==> config.mk <==
export PLATFORM = sky130hd
export DESIGN_NAME = stopwatch_counter
export DESIGN_NICKNAME = d
export VERILOG_FILES = /design/src/rtl/stopwatch_counter_pkg.sv /design/src/rtl/stopwatch_counter_btn_edge_sync.sv /design/src/rtl/stopwatch_counter.sv
export SDC_FILE = /design/constraint.sdc
export NUM_CORES = 1
export LEC_CHECK = 0
export ABC_AREA = 1
export CORE_MARGIN = 2
export CORE_UTILIZATION = 50
export DETAILED_ROUTE_END_ITERATION = 7
export PLACE_DENSITY = 0.77
export SKIP_LAST_GASP = 1
export SYNTH_ARGS = -nofsm -noshare
export SYNTH_HDL_FRONTEND = slang
export SYNTH_SLANG_ARGS = --single-unit
export TNS_END_PERCENT = 20
==> constraint.sdc <==
create_clock -name clk -period 1.5 [get_ports clk]
set_input_delay 0.225 -clock clk [delete_from_list [all_inputs] [get_ports clk]]
set_output_delay 0.225 -clock clk [all_outputs]
set_load 0.01 [all_outputs]
==> src/rtl/stopwatch_counter_pkg.sv <==
// Shared types and constants for the mm:ss stopwatch core.
package stopwatch_counter_pkg;

  typedef enum logic [1:0] {
    IDLE  = 2'd0,
    RUN   = 2'd1,
    PAUSE = 2'd2
  } sw_state_t;

  localparam int SEC_W            = 6;
  localparam int MIN_W            = 6;
  localparam int DEFAULT_TICK_DIV = 50_000_000;

endpackage

==> src/rtl/stopwatch_counter_btn_edge_sync.sv <==
// Two-flop synchroniser plus rising-edge detector for one raw pushbutton.
module btn_edge_sync (
  input  logic clk,
  input  logic rst,
  input  logic btn,
  output logic edge_pulse
);

  logic       sync0;
  logic       sync1;
  logic       prev;
  logic [1:0] warm;
  logic       armed;

  // armed only sets once sync1 has shown the button low after reset,
  // so a button held through reset never produces an edge.
  always_ff @(posedge clk or posedge rst) begin
    if (rst) begin
      sync0 <= 1'b0;
      sync1 <= 1'b0;
      prev  <= 1'b0;
      warm  <= 2'b00;
      armed <= 1'b0;
    end else begin
      sync0 <= btn;
      sync1 <= sync0;
      prev  <= sync1;
      warm  <= {warm[0], 1'b1};
      armed <= armed | (warm[1] & ~sync1);
    end
  end

  assign edge_pulse = sync1 & ~prev & armed;

endmodule

==> src/rtl/stopwatch_counter.sv <==
// Stopwatch core: 1 Hz prescaler, start/pause/clear FSM and mm:ss counters.
module stopwatch_counter
  import stopwatch_counter_pkg::*;
#(
  parameter int TICK_DIV = DEFAULT_TICK_DIV,
  parameter int MAX_SEC  = 59,
  parameter int MAX_MIN  = 59
) (
  input  logic             clk,
  input  logic             rst,
  input  logic             btn_start_stop,
  input  logic             btn_clear,
  output logic [SEC_W-1:0] seconds,
  output logic [MIN_W-1:0] minutes,
  output logic             running,
  output logic             tick,
  output logic             rollover
);

  localparam int             PRE_W    = (TICK_DIV > 1) ? $clog2(TICK_DIV) : 1;
  localparam logic [PRE_W-1:0] PRE_LAST = PRE_W'(TICK_DIV - 1);

  sw_state_t        state, state_n;
  logic [PRE_W-1:0] prescaler, prescaler_n;
  logic [SEC_W-1:0] seconds_n;
  logic [MIN_W-1:0] minutes_n;
  logic             tick_n;
  logic             rollover_n;
  logic             ss_edge;
  logic             clr_edge;

  btn_edge_sync u_ss_sync (
    .clk        (clk),
    .rst        (rst),
    .btn        (btn_start_stop),
    .edge_pulse (ss_edge)
  );

  btn_edge_sync u_clr_sync (
    .clk        (clk),
    .rst        (rst),
    .btn        (btn_clear),
    .edge_pulse (clr_edge)
  );

  always_ff @(posedge clk or posedge rst) begin
    if (rst) begin
      state     <= IDLE;
      prescaler <= '0;
      seconds   <= '0;
      minutes   <= '0;
      running   <= 1'b0;
      tick      <= 1'b0;
      rollover  <= 1'b0;
    end else begin
      state     <= state_n;
      prescaler <= prescaler_n;
      seconds   <= seconds_n;
      minutes   <= minutes_n;
      running   <= (state_n == RUN);
      tick      <= tick_n;
      rollover  <= rollover_n;
    end
  end

  // Clear overrides everything, including a coincident tick or start_stop.
  always_comb begin
    state_n     = state;
    prescaler_n = prescaler;
    seconds_n   = seconds;
    minutes_n   = minutes;
    tick_n      = 1'b0;
    rollover_n  = 1'b0;
    if (clr_edge) begin
      state_n     = IDLE;
      prescaler_n = '0;
      seconds_n   = '0;
      minutes_n   = '0;
    end else begin
      case (state)
        IDLE: begin
          prescaler_n = '0;
          seconds_n   = '0;
          minutes_n   = '0;
          if (ss_edge) state_n = RUN;
        end
        RUN: begin
          if (prescaler == PRE_LAST) begin
            prescaler_n = '0;
            tick_n      = 1'b1;
            if (seconds == SEC_W'(MAX_SEC)) begin
              seconds_n = '0;
              if (minutes == MIN_W'(MAX_MIN)) begin
                minutes_n  = '0;
                rollover_n = 1'b1;
              end else begin
                minutes_n = minutes + 1'b1;
              end
            end else begin
              seconds_n = seconds + 1'b1;
            end
          end else begin
            prescaler_n = prescaler + 1'b1;
          end
          if (ss_edge) state_n = PAUSE;
        end
        PAUSE: begin
          if (ss_edge) state_n = RUN;
        end
        default: state_n = IDLE;
      endcase
    end
  end

endmodule

Word-level counts from Yosys, hierarchy flattened
Cells that the tools add are included.
{ "op_classes": {"n_addsub": 3, "n_eq_ne": 8, "mux": 24, "bitwise": 12, "n_reduce_logical": 5} }
{ "ops": {"columns": ["operator", "count"], "rows": [
  ["two-way mux 26 bit", 2],
  ["one-hot mux 26 bit (2 select lines)", 1],
  ["two-way mux 6 bit", 7],
  ["adder 26 x 1 -> 26 bit, second input constant", 1],
  ["equality test 26 bit, second input constant", 1],
  ["one-hot mux 6 bit (2 select lines)", 2],
  ["adder 6 x 1 -> 6 bit, second input constant", 2],
  ["equality test 6 bit, second input constant", 2],
  ["two-way mux 1 bit", 8],
  ["AND 1 bit", 6],
  ["two-way mux 2 bit", 3],
  ["!= test 3 bit, second input constant", 2],
  ["equality test 2 x 1 -> 1 bit, second input constant", 2],
  ["NOT 1 bit", 4],
  ["one-hot mux 2 bit (2 select lines)", 1],
  ["AND reduction 3 bit", 1],
  ["nonzero test 3 bit", 1],
  ["equality test 2 bit, second input constant", 1],
  ["logical NOT 2 bit", 1],
  ["bitwise OR 1 bit", 2],
  ["AND reduction 2 bit", 1],
  ["OR reduction 2 bit", 1]
]} }
{ "word_totals": {"reg_bits": 55, "input_bits": 4, "word_cells": 69} }

Longest topological paths before layout
Gate-level depths: netlist (run 1).
{ "depth": {"depth_word": 7, "depth_mapped": 11, "ltp_nobuf": 10} }

By module
Synthesis (run 1) repeated with hierarchy kept, for this count alone.
{ "hier_totals": {"hier_cells": 396, "hier_area_um2": 3050.4} }
{ "by_module_without_submodules": {"columns": ["mod", "instances", "cells_each", "area_each_um2"], "rows": [
  ["stopwatch_counter", 1, 368, 2685.1],
  ["btn_edge_sync", 2, 14, 182.7]
]} }

Worst setup path before layout (run 1)
No wires, ideal clock.
{ "synth_path": {"path_type": "reg-to-reg", "startpoint": "register prescaler[0]", "endpoint": "register seconds[2]", "setup_time_ns": 0.119, "arrival_ns": 1.457, "required_ns": 1.381, "path_slack_ns": -0.076, "stages_incl_launch_ff": 12, "path_buffers": 1, "synth_period_minus_slack_ns": 1.576, "path_cell_list": "dfrtp_1 -> ha_1 -> nand2_1 -> nor2_2 -> nand2_2 -> nor3_2 -> nand2_2 -> nand2_4 -> nand2_4 -> buf_6 -> nand2_2 -> o21ai_2"} }
{ "synth_via": {"elab_chain_cells": 3} }
{ "synth_lines": {"columns": ["element", "line", "rtl"], "rows": [
  ["start, declared", "stopwatch_counter.sv:24", "logic [PRE_W-1:0] prescaler, prescaler_n;"],
  ["start signal, assigned", "stopwatch_counter.sv:57", "prescaler <= prescaler_n;"],
  ["equality test 26 bit", "stopwatch_counter.sv:88", "if (prescaler == PRE_LAST) begin"],
  ["!= test 3 bit (no source line)", null, null],
  ["AND reduction 2 bit (no source line)", null, null],
  ["end signal, assigned", "stopwatch_counter.sv:58", "seconds <= seconds_n;"],
  ["end, declared", "stopwatch_counter.sv:13", "output logic [SEC_W-1:0] seconds,"]
]} }
Every way passes these cells.
A chain may end at the register's enable or synchronous reset.

Worst setup path in the final report (run 1)
{ "layout_path": {"startpoint": "register prescaler[1]", "endpoint": "register prescaler[25]"} }
{ "layout_via": {"elab_chain_cells": 4, "word_cells_on_any_way": 5, "cone_classes": "add/sub (1); eq/ne (1); mux (3)"} }
{ "layout_lines": {"columns": ["element", "line", "rtl"], "rows": [
  ["adder 26 x 1 -> 26 bit or equality test 26 bit (tied branches)", "stopwatch_counter.sv:103, stopwatch_counter.sv:88", null],
  ["two-way mux 26 bit *", "stopwatch_counter.sv:88", null],
  ["one-hot mux 26 bit (2 select lines) *", "stopwatch_counter.sv:80", "case (state)"],
  ["two-way mux 26 bit *", "stopwatch_counter.sv:74", "if (clr_edge) begin"]
]} }
Every way passes the cells marked *; elsewhere a longest branch is shown, timed or not.

==> results of run 1 <==
-- final cells by class --
type | count | area, sq um | area share
Clock buffer | 5 | 68.8 | 0.0192
Clock inverter | 3 | 25.0 | 0.00697
Inverter | 32 | 120 | 0.0334
Multi-Input combinational cell | 269 | 1390 | 0.387
Sequential cell | 53 | 1330 | 0.370
Tap cell | 72 | 90.1 | 0.0251
Timing Repair Buffer | 63 | 572 | 0.159
-- registers in the layout, indices dropped and copies added (netlist names), 2 cells and up --
signal / cells
minutes: 6
seconds: 6
prescaler: 26
state: 2
u_clr_sync.warm: 2
-- how the worst min path moves through the flow --
stage | endpoint | cells after the start | start
after floorplan | u_clr_sync.sync0 | 0 | btn_clear
after global placement | u_clr_sync.warm[1] | 0 | u_clr_sync.warm[0]
after detailed placement | u_ss_sync.sync1 | 0 | u_ss_sync.sync0
after CTS | prescaler[12] | 2 | rst
after global routing | prescaler[12] | 2 | rst
final | prescaler[12] | 2 | rst
-- what timing repair did --
action | 4_1_cts | 5_1_grt
pin swaps | 0 | 5
gates resized for setup | 2 | 10
setup buffers | 1 | 1
endpoints found under the setup margin | 50 | 52
-- worst reg2reg max path, cell delays in order (launching register included) --
cell	delay, ns
dfrtp_1	0.40
ha_2	0.22
nand2_2	0.07
nor2_4	0.09
nand2_2	0.06
nor3_2	0.13
nand2_2	0.14
nand2_4	0.13
nand2_4	0.13
o21ai_0	0.11
nor2_1	0.06
-- cells in the final DEF (no fill, tap or decap), types with 2 or more instances in the layout --
cell type        instances
ha_1                     2
buf_12                   4
nand4_1                 18
o22ai_1                  3
nand2_4                  2
o21ai_2                  2
nor3_1                  12
nor2_1                  53
or2_2                    2
xor2_1                  11
a21oi_1                  8
nor2_2                   4
nor3_2                   6
dfrtp_1                 52
o21bai_1                 2
clkbuf_8                 5
nand2_1                 89
buf_4                   40
clkdlybuf4s50_1         18
xnor2_1                  4
nor2_4                   2
nand2_2                  9
inv_1                   31
nand3_2                  2
o21ai_0                  7
nand3_1                 25
-- power by group --
group | internal (mW) | switching [mW]
clock | 0.338 | 0.501
combinational | 0.222 | 0.297
sequential | 1.48 | 0.0380
total | 2.04 | 0.836
-- logic make-up (layout without fill, tap and decap cells) --
kind of cell,Yosys count,count (layout),synth area share
AOI/OAI and AO/OA,24,24,0.0529
other,1,1,0.00132
xor gates and xnor gates,15,15,0.0463
DFF,53,53,0.467
buffers and inverters,38,103,0.0604
adders and majority gates,3,3,0.0132
and+or+nand+nor,226,226,0.359
-- routing by layer --
layer,track usage,up-vias,wire (um)
li1,-,1296,-
met1,0.294,1259,2910
met2,0.387,43,3250
met3,0.0330,5,219
met4,0.0672,0,44
met5,0,-,0
==> out/results.txt, run 1 <==
standard-cell row count = 27
GRT Total Usage = 0.225
Critical Path Sink = prescaler[25]
FMAX = 609 MHz
worst setup path start = prescaler[1]
flop2flop setup slack = -0.14 ns
nature of the critical path startpoint = flip-flop
critical path's slowest cell = dfrtp_1
maximum VDD drop = 678 uV
top area cells in the synthesized netlist = dfrtp_1 (47%), nand2_1 (12%), nor2_1 (7.3%), nand3_1 (4.6%), inv_1 (4.2%)
Cell variety after synth = 30
Via density = 5.24
Hold WS = 0.169 ns
vias in the first global route = 2,473
CTS Root Cell = clkbuf_8
Mean Syn Cell Area = 7.89 sq um
CP peak stage delay = 0.40 ns
Top FF cell, synth = dfrtp_1
Detailed Route Iter0 Violations = 175
failing checks = setup timing
initial antenna violation count = 0
wire per inst = 12.9 um
Placer Congestion = 0.953
Setup Crit Path Kind = reg -> reg
Post-CTS Hold Buffers = 0
worst r2r src = prescaler[1]
share of the synthesized area in the top cell type = 0.467
commonest cells in the netlist = nand2_1 (91), nor2_1 (55), dfrtp_1 (53), inv_1 (32), nand3_1 (26)
Fin. Hold Viols = 0
period utilization = 1.10
die area = 6300 sq um
chip width = 79.4 um
fin crit period = 1.64 ns
CP delay by family, top = simple AND/OR/NAND/NOR gates
Buf/Inv on CP = 0
most frequent cell after synthesis = nand2_1
Cells after Synth = 360
crit path cell chain = ha_2 > nand2_2 > nor2_4 > nand2_2 > nor3_2 > nand2_2 > nand2_4 > nand2_4 > o21ai_0 > nor2_1
drt first pass iters = 4
Syn-to-layout area delta = 26.5%
clock latency on the worst-skew pair = 0.31 ns
die height = 79.4 um
dominant cell type by area after synthesis = dfrtp_1
power density over the cells = 800 nW/um^2
Yosys warnings = 0
Max FO, Critical Path = 12
NumNets Final = 431
synthesized flop and latch total = 53
post-route insts no fill = 497
Req. time, crit path = 1.70 ns
register area share after synthesis = 0.467
CTS Sinks = 53
setup violators final = 48
largest net degree at the start of global routing = 27
RSZ-0062 raised after global routing = true
share of cells above drive strength 1 = 0.202
max-cap violations = 0
HP Class = in -> async
Lkg Pwr = 1.63 nW
syn_nets = 367
Setup TNS Final = -4.07 ns
core box area = 5510 sq um
Antenna Cells = 0
HPWL Detailed = 4.83 mm
ys async rst share = 1.00
clock slew at reported path FFs = 0.10 ns
DP Area = 3440 sq um
fin area = 3590 sq um
EDFF count, synth = 0
Core Util, Final = 0.652
crit-path most repeated cell = nand2_2
Post-Route WL = 6.42 mm
Max clock buf depth = 2
pre-CTS WS = -0.105 ns
Worst Slack Setup Final = -0.143 ns
Residual DRC = 0
r2r worst-path depth = 10
via count = 2,603
Port Buffers = 18
final slew viol count = 0
TritonCTS buffer count = 5
Placed Cells = 487
reg2reg end = prescaler[25]
Starting Density = 0.516
Overall Power = 2.87 mW
Cell Area, Synth = 2840 sq um
H-tree levels = 2
antenna viol nets, final = 0
FILL cells = 484
first-pass GRT wire length = 11.1 mm
Overflow after GRT = 0
CTS tree = done
crit path DAT = 1.85 ns
skew final = 0.00556 ns
nature of the critical path endpoint = flip-flop
cell depth of the worst setup path = 10
I/O pin count = 19
status = finished, violations left
Power figures use the tool's default switching activity.
==> run 2: changes to the inputs <==
--- a/config.mk
+++ b/config.mk
@@ -6,10 +6,10 @@
 export NUM_CORES = 1
 export LEC_CHECK = 0
 export ABC_AREA = 1
-export CORE_MARGIN = 2
 export CORE_UTILIZATION = 50
 export DETAILED_ROUTE_END_ITERATION = 7
-export PLACE_DENSITY = 0.77
+export DONT_BUFFER_PORTS = 1
+export PLACE_DENSITY = 0.73
 export SKIP_LAST_GASP = 1
 export SYNTH_ARGS = -nofsm -noshare
 export SYNTH_HDL_FRONTEND = slang
==> out/results.txt, run 2 (synthesis results as in run 1) <==
Core Util, Final = 0.666
nature of the critical path endpoint = flip-flop
NumNets Final = 433
pre-CTS WS = -0.141 ns
skew final = 0.0158 ns
Detailed Route Iter0 Violations = 164
Lkg Pwr = 1.69 nW
Residual DRC = 0
chip width = 77.4 um
antenna viol nets, final = 0
standard-cell row count = 27
maximum VDD drop = 655 uV
Syn-to-layout area delta = 28.4%
commonest non-fill, non-tap cell in the layout = nand2_1
die height = 77.4 um
sequential share of power = 0.509
Top reg by flops = prescaler
most frequent cells in the layout = nand2_1 (88), buf_4 (54), dfrtp_1 (53)
largest net degree at the start of global routing = 27
initial antenna violation count = 0
I/O pin count = 19
failing checks = setup timing
Fin. Hold Viols = 0
via count = 2,653
HP Class = in -> async
final slew viol count = 0
footprint of the multi-input gates = 1470 sq um
GRT Total Usage = 0.242
nature of the critical path startpoint = flip-flop
Max FO, Critical Path = 3
DP Area = 3330 sq um
Setup Crit Path Kind = reg -> reg
max-cap violations = 0
Starting Density = 0.519
Pint = 2.07 mW
fin crit period = 1.66 ns
Overall Power = 2.96 mW
share of cells above drive strength 1 = 0.251
setup violators final = 39
fin area = 3640 sq um
FMAX = 604 MHz
Placer Congestion = 0.887
clock latency on the worst-skew pair = 0.32 ns
switch share = 0.303
CTS Root Cell = clkbuf_8
Post-Route WL = 6.59 mm
crit path DAT = 1.88 ns
RSZ-0062 raised after global routing = true
core box area = 5470 sq um
Req. time, crit path = 1.72 ns
first-pass GRT wire length = 11.5 mm
period utilization = 1.10
HPWL Detailed = 4.72 mm
Overflow after GRT = 0
register area = 1330 sq um
power density over the cells = 813 nW/um^2
vias in the first global route = 2,566
wire per inst = 13.2 um
Port Buffers = 0
largest registers = prescaler (26), minutes (6), seconds (6)
FILL cells = 437
drt first pass iters = 4
Max clock buf depth = 2
share of total power in combinational logic = 0.194
Via density = 5.32
status = finished, violations left
CTS Sinks = 53
Net Sw Power = 896 uW
Worst Slack Setup Final = -0.156 ns
CTS tree = done
clock network fraction of design power = 0.297
clock slew at reported path FFs = 0.11 ns
Antenna Cells = 0
Largest register FFs = 26
TritonCTS buffer count = 5
H-tree levels = 2
die area = 5980 sq um
Setup TNS Final = -4.09 ns
-- run 2: routing by layer --
layer | GRT usage | wire (um) | part of all wire | vias to the layer above
met1 | 0.315 | 2860 | 0.43 | 1258
met5 | 0 | 0 | 0 | -
met3 | 0.0353 | 276 | 0.042 | 13
met2 | 0.418 | 3350 | 0.51 | 72
li1 | - | - | - | 1310
met4 | 0.0660 | 103 | 0.016 | 0
-- run 2: worst max-delay path, cell delays in order, from the launching register on --
cell and delay, ns:
dfrtp_1 0.39, ha_2 0.19, nand2_1 0.06, nor2_2 0.13
nand2_2 0.10, nor3_4 0.16, nand2_4 0.11, buf_4 0.15
buf_4 0.13, nor4_2 0.15
-- run 2: power groups by stage --
stage                     clock, mW  sequential [mW]  combinational [mW]
after floorplan                   0             1.56               0.269
after global placement            0             1.54               0.485
after detailed placement          0             1.54               0.490
after CTS                     0.896             1.51               0.549
after global routing          0.943             1.52               0.625
final                         0.880             1.51               0.573
-- run 2: layout make-up --
class	instances	share of cell area
multi-input combinational	270	0.402
clock inverter	3	0.00790
timing repair buffer	64	0.148
clock buffer	5	0.0189
tap	72	0.0247
inverter	32	0.0340
sequential	53	0.364
-- run 2: path summary, 6_finish.rpt --
check                                   endpoint  slack, ns  cells after the start        startpoint
worst min-delay path               prescaler[13]       0.36                      2               rst
max in group asynchronous          prescaler[20]       0.61                      3               rst
worst max-delay path                    rollover      -0.16                      9      prescaler[0]
worst min register to register  u_clr_sync.sync1       0.36                      0  u_clr_sync.sync0
worst max register to register          rollover      -0.16                      9      prescaler[0]
min in group clk                u_clr_sync.sync1       0.36                      0  u_clr_sync.sync0
-- run 2: through the flow --
stage | hold slack (ns) | cells
global route | 0.378 | 499
floorplan | 0.256 | 360
detailed placement | 0.146 | 480
global placement | 0.148 | 480
finish | 0.355 | 499
CTS | 0.364 | 496
-- run 2: timing repair --
item,CTS,global route
hold buffers,3,0
endpoints found under the setup margin,38,40
pin swaps,3,3
setup buffers,4,3
hold endpoints to repair,20,0
resized for setup,11,16
cloned,1,0
